<file path="config.mk">
export PLATFORM = sky130hd
export DESIGN_NAME = hazard_ctrl_flat
export DESIGN_NICKNAME = d
export VERILOG_FILES = /design/src/rtl/hazard_pkg.sv /design/src/rtl/hazard_ctrl_if.sv /design/src/rtl/hazard_ctrl_sat_counter.sv /design/src/rtl/hazard_ctrl.sv /design/src/flat_wrapper.sv
export SDC_FILE = /design/constraint.sdc
export NUM_CORES = 1
export LEC_CHECK = 0
export CAP_MARGIN = 10
export CORE_UTILIZATION = 47
export CTS_CLUSTER_DIAMETER = 50
export DETAILED_ROUTE_END_ITERATION = 7
export GPL_TIMING_DRIVEN = 1
export PLACE_DENSITY = 0.89
export SLEW_MARGIN = 20
export SYNTH_ARGS = -nofsm -noshare
export SYNTH_HDL_FRONTEND = slang
export SYNTH_SLANG_ARGS = --single-unit
</file>
<file path="constraint.sdc">
create_clock -name clk -period 4.18 [get_ports clk]
set_input_delay 0.836 -clock clk [delete_from_list [all_inputs] [get_ports clk]]
set_output_delay 0.836 -clock clk [all_outputs]
set_load 0.1 [all_outputs]
</file>
<file path="src/rtl/hazard_pkg.sv">
// Shared definitions for the hazard/control unit.
//   FWD_*      : EX operand forwarding select encodings
//   RSRC_LOAD  : ex_result_src value that marks a load
//   md_state_t : multi-cycle EX sequencing FSM states
//   fwd_sel()  : per-operand forwarding priority (MEM over WB, x0 never forwards)
package hazard_pkg;

  localparam logic [1:0] FWD_RF    = 2'b00;
  localparam logic [1:0] FWD_MEM   = 2'b10;
  localparam logic [1:0] FWD_WB    = 2'b01;
  localparam logic [1:0] RSRC_LOAD = 2'b01;

  typedef enum logic {
    IDLE,
    MD_WAIT
  } md_state_t;

  function automatic logic [1:0] fwd_sel(
    input logic       mem_we,
    input logic [4:0] mem_rd,
    input logic       wb_we,
    input logic [4:0] wb_rd,
    input logic [4:0] rs
  );
    if (mem_we && (mem_rd != 5'd0) && (mem_rd == rs))
      return FWD_MEM;
    else if (wb_we && (wb_rd != 5'd0) && (wb_rd == rs))
      return FWD_WB;
    else
      return FWD_RF;
  endfunction

endpackage

</file>
<file path="src/rtl/hazard_ctrl_if.sv">
// Pipeline <-> hazard unit signal bundle.
//   slave  : the hazard unit (consumes pipeline status, drives stall/flush/fwd/perf)
//   master : the pipeline side (drives status, consumes controls)
interface hazard_ctrl_if #(
  parameter int CNT_W = 32
);
  // pipeline status
  logic [4:0]       id_rs1, id_rs2;
  logic             id_uses_rs1, id_uses_rs2;
  logic [4:0]       ex_rs1, ex_rs2, ex_rd;
  logic             ex_reg_write;
  logic [1:0]       ex_result_src;
  logic             ex_redirect;
  logic             ex_md_start;
  logic             md_done;
  logic [4:0]       mem_rd, wb_rd;
  logic             mem_reg_write, wb_reg_write;
  // controls
  logic             stall_pc, stall_ifid, flush_ifid;
  logic             stall_idex, flush_idex, bubble_exmem;
  logic [1:0]       fwd_a, fwd_b;
  logic             md_busy, md_timeout;
  logic [CNT_W-1:0] stall_cycles, flush_count;

  modport slave (
    input  id_rs1, id_rs2, id_uses_rs1, id_uses_rs2,
           ex_rs1, ex_rs2, ex_rd, ex_reg_write, ex_result_src,
           ex_redirect, ex_md_start, md_done,
           mem_rd, wb_rd, mem_reg_write, wb_reg_write,
    output stall_pc, stall_ifid, flush_ifid, stall_idex, flush_idex,
           bubble_exmem, fwd_a, fwd_b, md_busy, md_timeout,
           stall_cycles, flush_count
  );

  modport master (
    output id_rs1, id_rs2, id_uses_rs1, id_uses_rs2,
           ex_rs1, ex_rs2, ex_rd, ex_reg_write, ex_result_src,
           ex_redirect, ex_md_start, md_done,
           mem_rd, wb_rd, mem_reg_write, wb_reg_write,
    input  stall_pc, stall_ifid, flush_ifid, stall_idex, flush_idex,
           bubble_exmem, fwd_a, fwd_b, md_busy, md_timeout,
           stall_cycles, flush_count
  );

endinterface

</file>
<file path="src/rtl/hazard_ctrl_sat_counter.sv">
// Saturating up-counter used for the stall/flush performance counters.
//   clk, rst : clock, asynchronous active-high reset (clears count)
//   inc      : count this cycle
//   cnt      : current value, holds at all-ones
module sat_counter #(
  parameter int CNT_W = 32
) (
  input  logic             clk,
  input  logic             rst,
  input  logic             inc,
  output logic [CNT_W-1:0] cnt
);

  always_ff @(posedge clk or posedge rst) begin
    if (rst)
      cnt <= '0;
    else if (inc && (cnt != {CNT_W{1'b1}}))
      cnt <= cnt + CNT_W'(1);
  end

endmodule

</file>
<file path="src/rtl/hazard_ctrl.sv">
// Central hazard/control unit.
//   clk, rst : clock, asynchronous active-high reset
//   hz       : pipeline status in; stall/flush controls, EX forwarding selects,
//              multi-cycle EX handshake status and perf counters out
// Priority of the stall/flush response: multi-cycle wait > redirect > load-use.
module hazard_ctrl
  import hazard_pkg::*;
#(
  parameter int CNT_W      = 32,
  parameter int MD_TIMEOUT = 64
) (
  input  logic   clk,
  input  logic   rst,
  hazard_ctrl_if.slave hz
);

  localparam int TMO_W = $clog2(MD_TIMEOUT + 1);
  localparam logic [TMO_W-1:0] TMO_MAX = TMO_W'(MD_TIMEOUT);

  md_state_t        state, state_nxt;
  logic [TMO_W-1:0] tmo_cnt, tmo_cnt_nxt;
  logic             blk, blk_nxt;        // suppresses a stale start right after a timeout
  logic             md_wait, timeout_hit;
  logic             lu;

  // FSM state register
  always_ff @(posedge clk or posedge rst) begin
    if (rst) begin
      state   <= IDLE;
      tmo_cnt <= '0;
      blk     <= 1'b0;
    end else begin
      state   <= state_nxt;
      tmo_cnt <= tmo_cnt_nxt;
      blk     <= blk_nxt;
    end
  end

  // FSM next state; md_wait is the stall request of the multi-cycle unit
  always_comb begin
    state_nxt   = state;
    tmo_cnt_nxt = tmo_cnt;
    blk_nxt     = 1'b0;
    md_wait     = 1'b0;
    timeout_hit = 1'b0;
    case (state)
      IDLE: begin
        if (hz.ex_md_start && !blk && !hz.md_done) begin
          md_wait     = 1'b1;
          state_nxt   = MD_WAIT;
          tmo_cnt_nxt = TMO_W'(1);
        end
      end
      MD_WAIT: begin
        if (hz.md_done) begin
          state_nxt = IDLE;
        end else if (tmo_cnt == TMO_MAX) begin
          // abort: release this cycle and block the still-present start once
          timeout_hit = 1'b1;
          state_nxt   = IDLE;
          blk_nxt     = 1'b1;
        end else begin
          md_wait     = 1'b1;
          tmo_cnt_nxt = tmo_cnt + TMO_W'(1);
        end
      end
      default: state_nxt = IDLE;
    endcase
  end

  assign lu = hz.ex_reg_write && (hz.ex_result_src == RSRC_LOAD) && (hz.ex_rd != 5'd0) &&
              ((hz.id_uses_rs1 && (hz.id_rs1 == hz.ex_rd)) ||
               (hz.id_uses_rs2 && (hz.id_rs2 == hz.ex_rd)));

  // Stall/flush response; rst forces every control low without waiting for a clock
  always_comb begin
    hz.stall_pc     = 1'b0;
    hz.stall_ifid   = 1'b0;
    hz.flush_ifid   = 1'b0;
    hz.stall_idex   = 1'b0;
    hz.flush_idex   = 1'b0;
    hz.bubble_exmem = 1'b0;
    if (!rst) begin
      if (md_wait) begin
        hz.stall_pc     = 1'b1;
        hz.stall_ifid   = 1'b1;
        hz.stall_idex   = 1'b1;
        hz.bubble_exmem = 1'b1;
      end else if (hz.ex_redirect) begin
        // stall_pc stays low so the redirect target loads
        hz.flush_ifid = 1'b1;
        hz.flush_idex = 1'b1;
      end else if (lu) begin
        hz.stall_pc   = 1'b1;
        hz.stall_ifid = 1'b1;
        hz.flush_idex = 1'b1;
      end
    end
  end

  assign hz.fwd_a = fwd_sel(hz.mem_reg_write, hz.mem_rd, hz.wb_reg_write, hz.wb_rd, hz.ex_rs1);
  assign hz.fwd_b = fwd_sel(hz.mem_reg_write, hz.mem_rd, hz.wb_reg_write, hz.wb_rd, hz.ex_rs2);

  // busy covers the held cycles in MD_WAIT, not the release cycle
  assign hz.md_busy    = !rst && (state == MD_WAIT) && !hz.md_done;
  assign hz.md_timeout = !rst && timeout_hit;

  sat_counter #(.CNT_W(CNT_W)) u_stall_cnt (
    .clk (clk),
    .rst (rst),
    .inc (hz.stall_pc),
    .cnt (hz.stall_cycles)
  );

  sat_counter #(.CNT_W(CNT_W)) u_flush_cnt (
    .clk (clk),
    .rst (rst),
    .inc (hz.flush_ifid),
    .cnt (hz.flush_count)
  );

endmodule

</file>
<file path="src/flat_wrapper.sv">
// flat-port wrapper written by rule: the top's interface ports become plain ports
module hazard_ctrl_flat import hazard_pkg::*;
#(
  parameter int CNT_W      = 32,
  parameter int MD_TIMEOUT = 64
)
  (clk, rst, hz_id_rs1, hz_id_rs2, hz_id_uses_rs1, hz_id_uses_rs2, hz_ex_rs1, hz_ex_rs2, hz_ex_rd, hz_ex_reg_write, hz_ex_result_src, hz_ex_redirect, hz_ex_md_start, hz_md_done, hz_mem_rd, hz_wb_rd, hz_mem_reg_write, hz_wb_reg_write, hz_stall_pc, hz_stall_ifid, hz_flush_ifid, hz_stall_idex, hz_flush_idex, hz_bubble_exmem, hz_fwd_a, hz_fwd_b, hz_md_busy, hz_md_timeout, hz_stall_cycles, hz_flush_count);
  hazard_ctrl_if #(.CNT_W(CNT_W)) hz_i ();
  input  logic clk;
  input  logic rst;
  input wire logic [$bits(hz_i.id_rs1)-1:0] hz_id_rs1;
  input wire logic [$bits(hz_i.id_rs2)-1:0] hz_id_rs2;
  input wire logic [$bits(hz_i.id_uses_rs1)-1:0] hz_id_uses_rs1;
  input wire logic [$bits(hz_i.id_uses_rs2)-1:0] hz_id_uses_rs2;
  input wire logic [$bits(hz_i.ex_rs1)-1:0] hz_ex_rs1;
  input wire logic [$bits(hz_i.ex_rs2)-1:0] hz_ex_rs2;
  input wire logic [$bits(hz_i.ex_rd)-1:0] hz_ex_rd;
  input wire logic [$bits(hz_i.ex_reg_write)-1:0] hz_ex_reg_write;
  input wire logic [$bits(hz_i.ex_result_src)-1:0] hz_ex_result_src;
  input wire logic [$bits(hz_i.ex_redirect)-1:0] hz_ex_redirect;
  input wire logic [$bits(hz_i.ex_md_start)-1:0] hz_ex_md_start;
  input wire logic [$bits(hz_i.md_done)-1:0] hz_md_done;
  input wire logic [$bits(hz_i.mem_rd)-1:0] hz_mem_rd;
  input wire logic [$bits(hz_i.wb_rd)-1:0] hz_wb_rd;
  input wire logic [$bits(hz_i.mem_reg_write)-1:0] hz_mem_reg_write;
  input wire logic [$bits(hz_i.wb_reg_write)-1:0] hz_wb_reg_write;
  output wire logic [$bits(hz_i.stall_pc)-1:0] hz_stall_pc;
  output wire logic [$bits(hz_i.stall_ifid)-1:0] hz_stall_ifid;
  output wire logic [$bits(hz_i.flush_ifid)-1:0] hz_flush_ifid;
  output wire logic [$bits(hz_i.stall_idex)-1:0] hz_stall_idex;
  output wire logic [$bits(hz_i.flush_idex)-1:0] hz_flush_idex;
  output wire logic [$bits(hz_i.bubble_exmem)-1:0] hz_bubble_exmem;
  output wire logic [$bits(hz_i.fwd_a)-1:0] hz_fwd_a;
  output wire logic [$bits(hz_i.fwd_b)-1:0] hz_fwd_b;
  output wire logic [$bits(hz_i.md_busy)-1:0] hz_md_busy;
  output wire logic [$bits(hz_i.md_timeout)-1:0] hz_md_timeout;
  output wire logic [$bits(hz_i.stall_cycles)-1:0] hz_stall_cycles;
  output wire logic [$bits(hz_i.flush_count)-1:0] hz_flush_count;
  assign hz_i.id_rs1 = hz_id_rs1;
  assign hz_i.id_rs2 = hz_id_rs2;
  assign hz_i.id_uses_rs1 = hz_id_uses_rs1;
  assign hz_i.id_uses_rs2 = hz_id_uses_rs2;
  assign hz_i.ex_rs1 = hz_ex_rs1;
  assign hz_i.ex_rs2 = hz_ex_rs2;
  assign hz_i.ex_rd = hz_ex_rd;
  assign hz_i.ex_reg_write = hz_ex_reg_write;
  assign hz_i.ex_result_src = hz_ex_result_src;
  assign hz_i.ex_redirect = hz_ex_redirect;
  assign hz_i.ex_md_start = hz_ex_md_start;
  assign hz_i.md_done = hz_md_done;
  assign hz_i.mem_rd = hz_mem_rd;
  assign hz_i.wb_rd = hz_wb_rd;
  assign hz_i.mem_reg_write = hz_mem_reg_write;
  assign hz_i.wb_reg_write = hz_wb_reg_write;
  assign hz_stall_pc = hz_i.stall_pc;
  assign hz_stall_ifid = hz_i.stall_ifid;
  assign hz_flush_ifid = hz_i.flush_ifid;
  assign hz_stall_idex = hz_i.stall_idex;
  assign hz_flush_idex = hz_i.flush_idex;
  assign hz_bubble_exmem = hz_i.bubble_exmem;
  assign hz_fwd_a = hz_i.fwd_a;
  assign hz_fwd_b = hz_i.fwd_b;
  assign hz_md_busy = hz_i.md_busy;
  assign hz_md_timeout = hz_i.md_timeout;
  assign hz_stall_cycles = hz_i.stall_cycles;
  assign hz_flush_count = hz_i.flush_count;
  hazard_ctrl #(.CNT_W(CNT_W), .MD_TIMEOUT(MD_TIMEOUT)) u_core (.clk(clk), .rst(rst), .hz(hz_i));
endmodule
</file>
== Word level (Yosys, flattened, before mapping) ==
Index checks and enable logic that the tools add are counted.
Word-level totals
  register bits after elaboration: 73
  input bits: 47
  output and inout port bits: 76
Cells by class
  add/subtract/negate cells: 3
  eq/ne operators: 13
  muxes and demuxes: 27
  bitwise logic cells: 1
  reduce and logical (&&, ||, !) cells: 26
Operators by type and width (count)
  adder 32 x 1 -> 32 bit, second input constant: 2
  inequality test 32 bit, second input constant: 2
  equality test 5 bit: 6
  two-way mux 7 bit: 3
  two-way mux 1 bit: 20
  logical AND 1 bit: 18
  nonzero test 5 bit: 3
  one-hot mux 7 bit (2 select lines): 1
  adder 7 x 1 -> 7 bit, second input constant: 1
  equality test 7 bit, second input constant: 1
  two-way mux 2 bit: 2
  inequality test 2 bit, second input constant: 2
  logical NOT 1 bit: 3
  AND reduction 3 bit: 1
  equality test 2 x 1 -> 1 bit, second input constant: 1
  inequality test 2 x 1 -> 1 bit, second input constant: 1
  one-hot mux 1 bit (2 select lines): 1
  logical OR 1 bit: 1
  NOT 1 bit: 1

== Depth between registers and ports, before layout ==
  depth in word-level cells: 9
  depth in mapped cells: 10

== Modules after synthesis ==
From an unflattened synthesis, not the netlist that was laid out.
Second synthesis, totals
  cell total of the unflattened synthesis: 392
  area, all modules: 4080.2 µm²
Modules (own cells, without submodules)
  sat_counter: instances 2, cells an instance 139, area an instance 1561.5 µm²
  hazard_ctrl: instances 1, cells an instance 114, area an instance 957.2 µm²

== Worst setup path before layout ==
OpenSTA, ideal clock, no wires.
  kind: input -> output
  start point: in hz_mem_rd[4]
  end point: out hz_fwd_a[0]
  arrival: 6039 ps
  data required time: 3344 ps
  setup slack: -2695 ps
  stages on the path: 4
  path through: xnor2_1 nand3_1 nor4_1 nor4_1
On the way
  cells in the longest elaborated chain, start to end: 4
Ends and longest elaborated chain
  start: declaration: RTL line flat_wrapper.sv:23  | input wire logic [$bits(hz_i.mem_rd)-1:0] hz_mem_rd;
  nonzero test 5 bit: RTL line hazard_pkg.sv:25  | if (mem_we && (mem_rd != 5'd0) && (mem_rd == rs))
  logical AND 1 bit: RTL line hazard_pkg.sv:25
  logical AND 1 bit *: RTL line hazard_pkg.sv:25
  two-way mux 2 bit *: RTL line hazard_pkg.sv:25
  end: declaration: RTL line flat_wrapper.sv:33  | output wire logic [$bits(hz_i.fwd_a)-1:0] hz_fwd_a;
Every way passes the cells marked *; elsewhere a longest branch is shown, timed or not.

== Worst setup path after layout ==
  start point: in hz_mem_rd[3]
  end point: out hz_fwd_b[0]
On the way
  cells in the longest elaborated chain, start to end: 4
Ends and longest elaborated chain
  nonzero test 5 bit: RTL line hazard_pkg.sv:25
  logical AND 1 bit: RTL line hazard_pkg.sv:25
  logical AND 1 bit *: RTL line hazard_pkg.sv:25
  two-way mux 2 bit *: RTL line hazard_pkg.sv:25
  end: declaration: RTL line flat_wrapper.sv:34  | output wire logic [$bits(hz_i.fwd_b)-1:0] hz_fwd_b;
Marked as above.

==> impl_metrics.yaml <==
setup_path:
  cpMostUsedCell: "nor4_4"
  cp_cell_sequence: "clkdlybuf4s50_1 -> or4_1 -> o21ai_0 -> nor4_4 -> nor4_4 -> buf_12"
  worstPathArrival_ns: 2.89
  r2r_slack_ns: 1.49
  cp.required_ns: 3.34
  max_stage_delay_ns: 0.52
  crit_buf_inv: 2
  reg2reg_from: "u_core.u_stall_cnt.cnt[12]$_DFFE_PP0P_"
  cp-end-kind: "primary output"
  critPathTopFamily: "simple AND/OR/NAND/NOR gates"
  critical_path_class: "in2out"
  cp_max_fo: 3
  slowest_stage: "or4_1"
  r2r_cells: 6
  cp-start-kind: "input port"
  r2r-end: "u_core.u_stall_cnt.cnt[29]$_DFFE_PP0P_"
global_route:
  antenna_found_initial: 0
  grt_overflow: 0
  grt_max_degree: 54
  grt_pass1_wl_um: 16600
  grt_pass1_vias: 3535
  grt_use_total: 0.240
placement:
  gp_congestion: 0.842
  dp_hpwl_um: 7770
  io_buffers: 122
  dpl_worst_slack_ns: 0.469
  placed_cells: 618
yosys:
  synth_seq_cells: 73
  yosysMostFrequentCell: "dfrtp_1"
  seq_area_frac_synth: 0.454
  synth_area_per_cell_um2: 10.2
  syn-num-nets: 445
  synthesis.area_um2: 4020
  synth_edf_count: 0
  syn_inst: 394
  synth_common_cells: "dfrtp_1, xnor2_1"
  netlist_top_cells_area: "dfrtp_1, xnor2_1, xor2_1, nand4_1, nand3_1"
  synth.largest_area_cell: "dfrtp_1"
  dominantRegCellSynth: "dfrtp_1"
  synth_top_area_share: 0.454
  synth_cell_types: 48
  synthArstFlopShare: 1.00
  ys_warn_count: 0
sta:
  fin_setup_tns_ns: 0
  period_minus_slack_ns: 3.73
  slew_viol_final: 0
  skew_ns: 0.00930
  slew_headroom: 0.302
  rsz0062_at_grt: "false"
  hold_viol: 0
  fin_crit_sh: 0.891
  worst-slew-pin-transition_ns: 1.05
  fmaxAchievable_mhz: 268
  fin_ws_ns: 0.454
  finalSetupViolations: 0
die:
  die_w_um: 94.5
  ios: 123
  die_h_um: 94.5
  std_cell_rows: 33
  core_region_area_um2: 8260
  die_area_um2: 8930
  initial_core_util: 0.487
finish:
  final_net_count: 575
  final_layout_size_suffix_gt1_frac: 0.106
  multi_input_area_um2: 2170
  n_fill_cell: 619
  antenna_cells: 0
  area_delta_synth_final_pct: 42.1
  register_area_um2: 1830
  final_cells: 634
  final_util: 0.692
route:
  viasPerCell: 5.57
  first_iter_violations: 135
  drt-wirelength-per-cell_um: 16.2
  drcViolationCount: 0
  wirelength_um: 10200
  first_pass_iters: 4
  antenna_left: 0
  vias: 3531
clocking:
  cts_tree: "yes"
  post_cts_buffers: 0
  cts_buffers: 9
  clk_pin_slew_ns: 0.07
  clk_path_buf_depth: 2
  cts_resized: 0
  hold_buffers: 0
  h-tree-depth: 3
  clock-sinks: 73
  clock_latency_ns: 0.35
  root_buffer: "clkbuf_8"
power:
  p_leak_nw: 2.35
  power_w: 0.00211
  powerDensity_nw_per_um2: 370
  vdd_drop_max_mv: 0.248
min_path:
  hold_start: "u_core.u_stall_cnt.cnt[19]$_DFFE_PP0P_"
  hp-class: "reg2reg"
  hold_end: "u_core.u_stall_cnt.cnt[19]$_DFFE_PP0P_"
  worst_hold_path.num_cells: 1
flow_run:
  max_cap_viol_count: 0
run_status:
  status: "completed"
## routing by layer
metal | GRT usage | wire length, um
met1 | 0.288 | 4310
met2 | 0.421 | 5300
met3 | 0.0620 | 501
met4 | 0.0745 | 128
met5 | 0 | 0
## worst max path at each step
stage / from / slack, ns / depth (start not counted) / end
3_5_place_dp: hz_mem_rd[0] / 0.47 / 6 / hz_fwd_a[0]
5_1_grt: hz_mem_rd[0] / 0.35 / 6 / hz_fwd_b[0]
3_3_place_gp: hz_mem_rd[0] / 0.49 / 6 / hz_fwd_a[0]
6_report: hz_mem_rd[3] / 0.45 / 6 / hz_fwd_b[0]
4_1_cts: hz_mem_rd[0] / 0.46 / 6 / hz_fwd_b[0]
2_1_floorplan: u_core.tmo_cnt[3]$_DFFE_PP0P_ / 0.18 / 3 / hz_md_timeout
## worst register-to-register path: stages (launching register included)
cell and delay [ns]:
dfrtp_1 0.46, nand4_1 0.27, nor4_4 0.51, nand2_1 0.14
o221ai_1 0.82, nor2_1 0.17, xor2_1 0.19
## area by class of cell
cell class / count / area share
clock buffer: 9 / 0.0217
clock inverter: 7 / 0.0208
inverter: 14 / 0.00985
multi-input combinational: 301 / 0.379
sequential: 73 / 0.320
tap: 105 / 0.0230
timing repair buffer: 125 / 0.226
## sequential cells by signal, summed over array words and instances, names as in the netlist
name                    count
u_core.u_flush_cnt.cnt     32
u_core.blk                  1
u_core.u_stall_cnt.cnt     32
u_core.state                1
u_core.tmo_cnt              7
## metrics by stage
step                      hold WS (ns)  instance area [um^2]
after detailed placement         0.486                  5470
final                            0.495                  5710
after floorplan                  0.509                  4100
after global routing             0.510                  5710
after global placement           0.478                  5470
after CTS                        0.495                  5710
## report_power, final
| part | internal [W] | total (W) | switching [W] |
|---|---|---|---|
| clock | 0.000396 | 0.000663 | 0.000267 |
| sequential | 0.000752 | 0.000826 | 0.0000745 |
| combinational | 0.000184 | 0.000622 | 0.000438 |
| total | 0.00133 | 0.00211 | 0.000780 |
## cell usage in the layout, fill, tap and decap left out, drive strengths merged, types with 6 or more instances in the layout
cell and n:
nor2 31, inv 13, clkbuf 9, nor3 11, xor2 31, clkdlybuf4s50 110
and4 6, xnor2 62, nand3 32, buf 15, nand2 31, dfrtp 73
nor4 12, nand4 31, and3 9
## cell families (layout without fill, tap and decap cells)
kind of cell	count (synthesis)	after routing	share of synthesized area
xor+xnor	93	93	0.202
fa+ha+maj	4	4	0.0124
compound gates	17	17	0.0355
flops	73	73	0.454
mux	3	3	0.00933
simple gates	184	184	0.261
buf+inv	20	155	0.0249
Power figures use the tool's default switching activity.
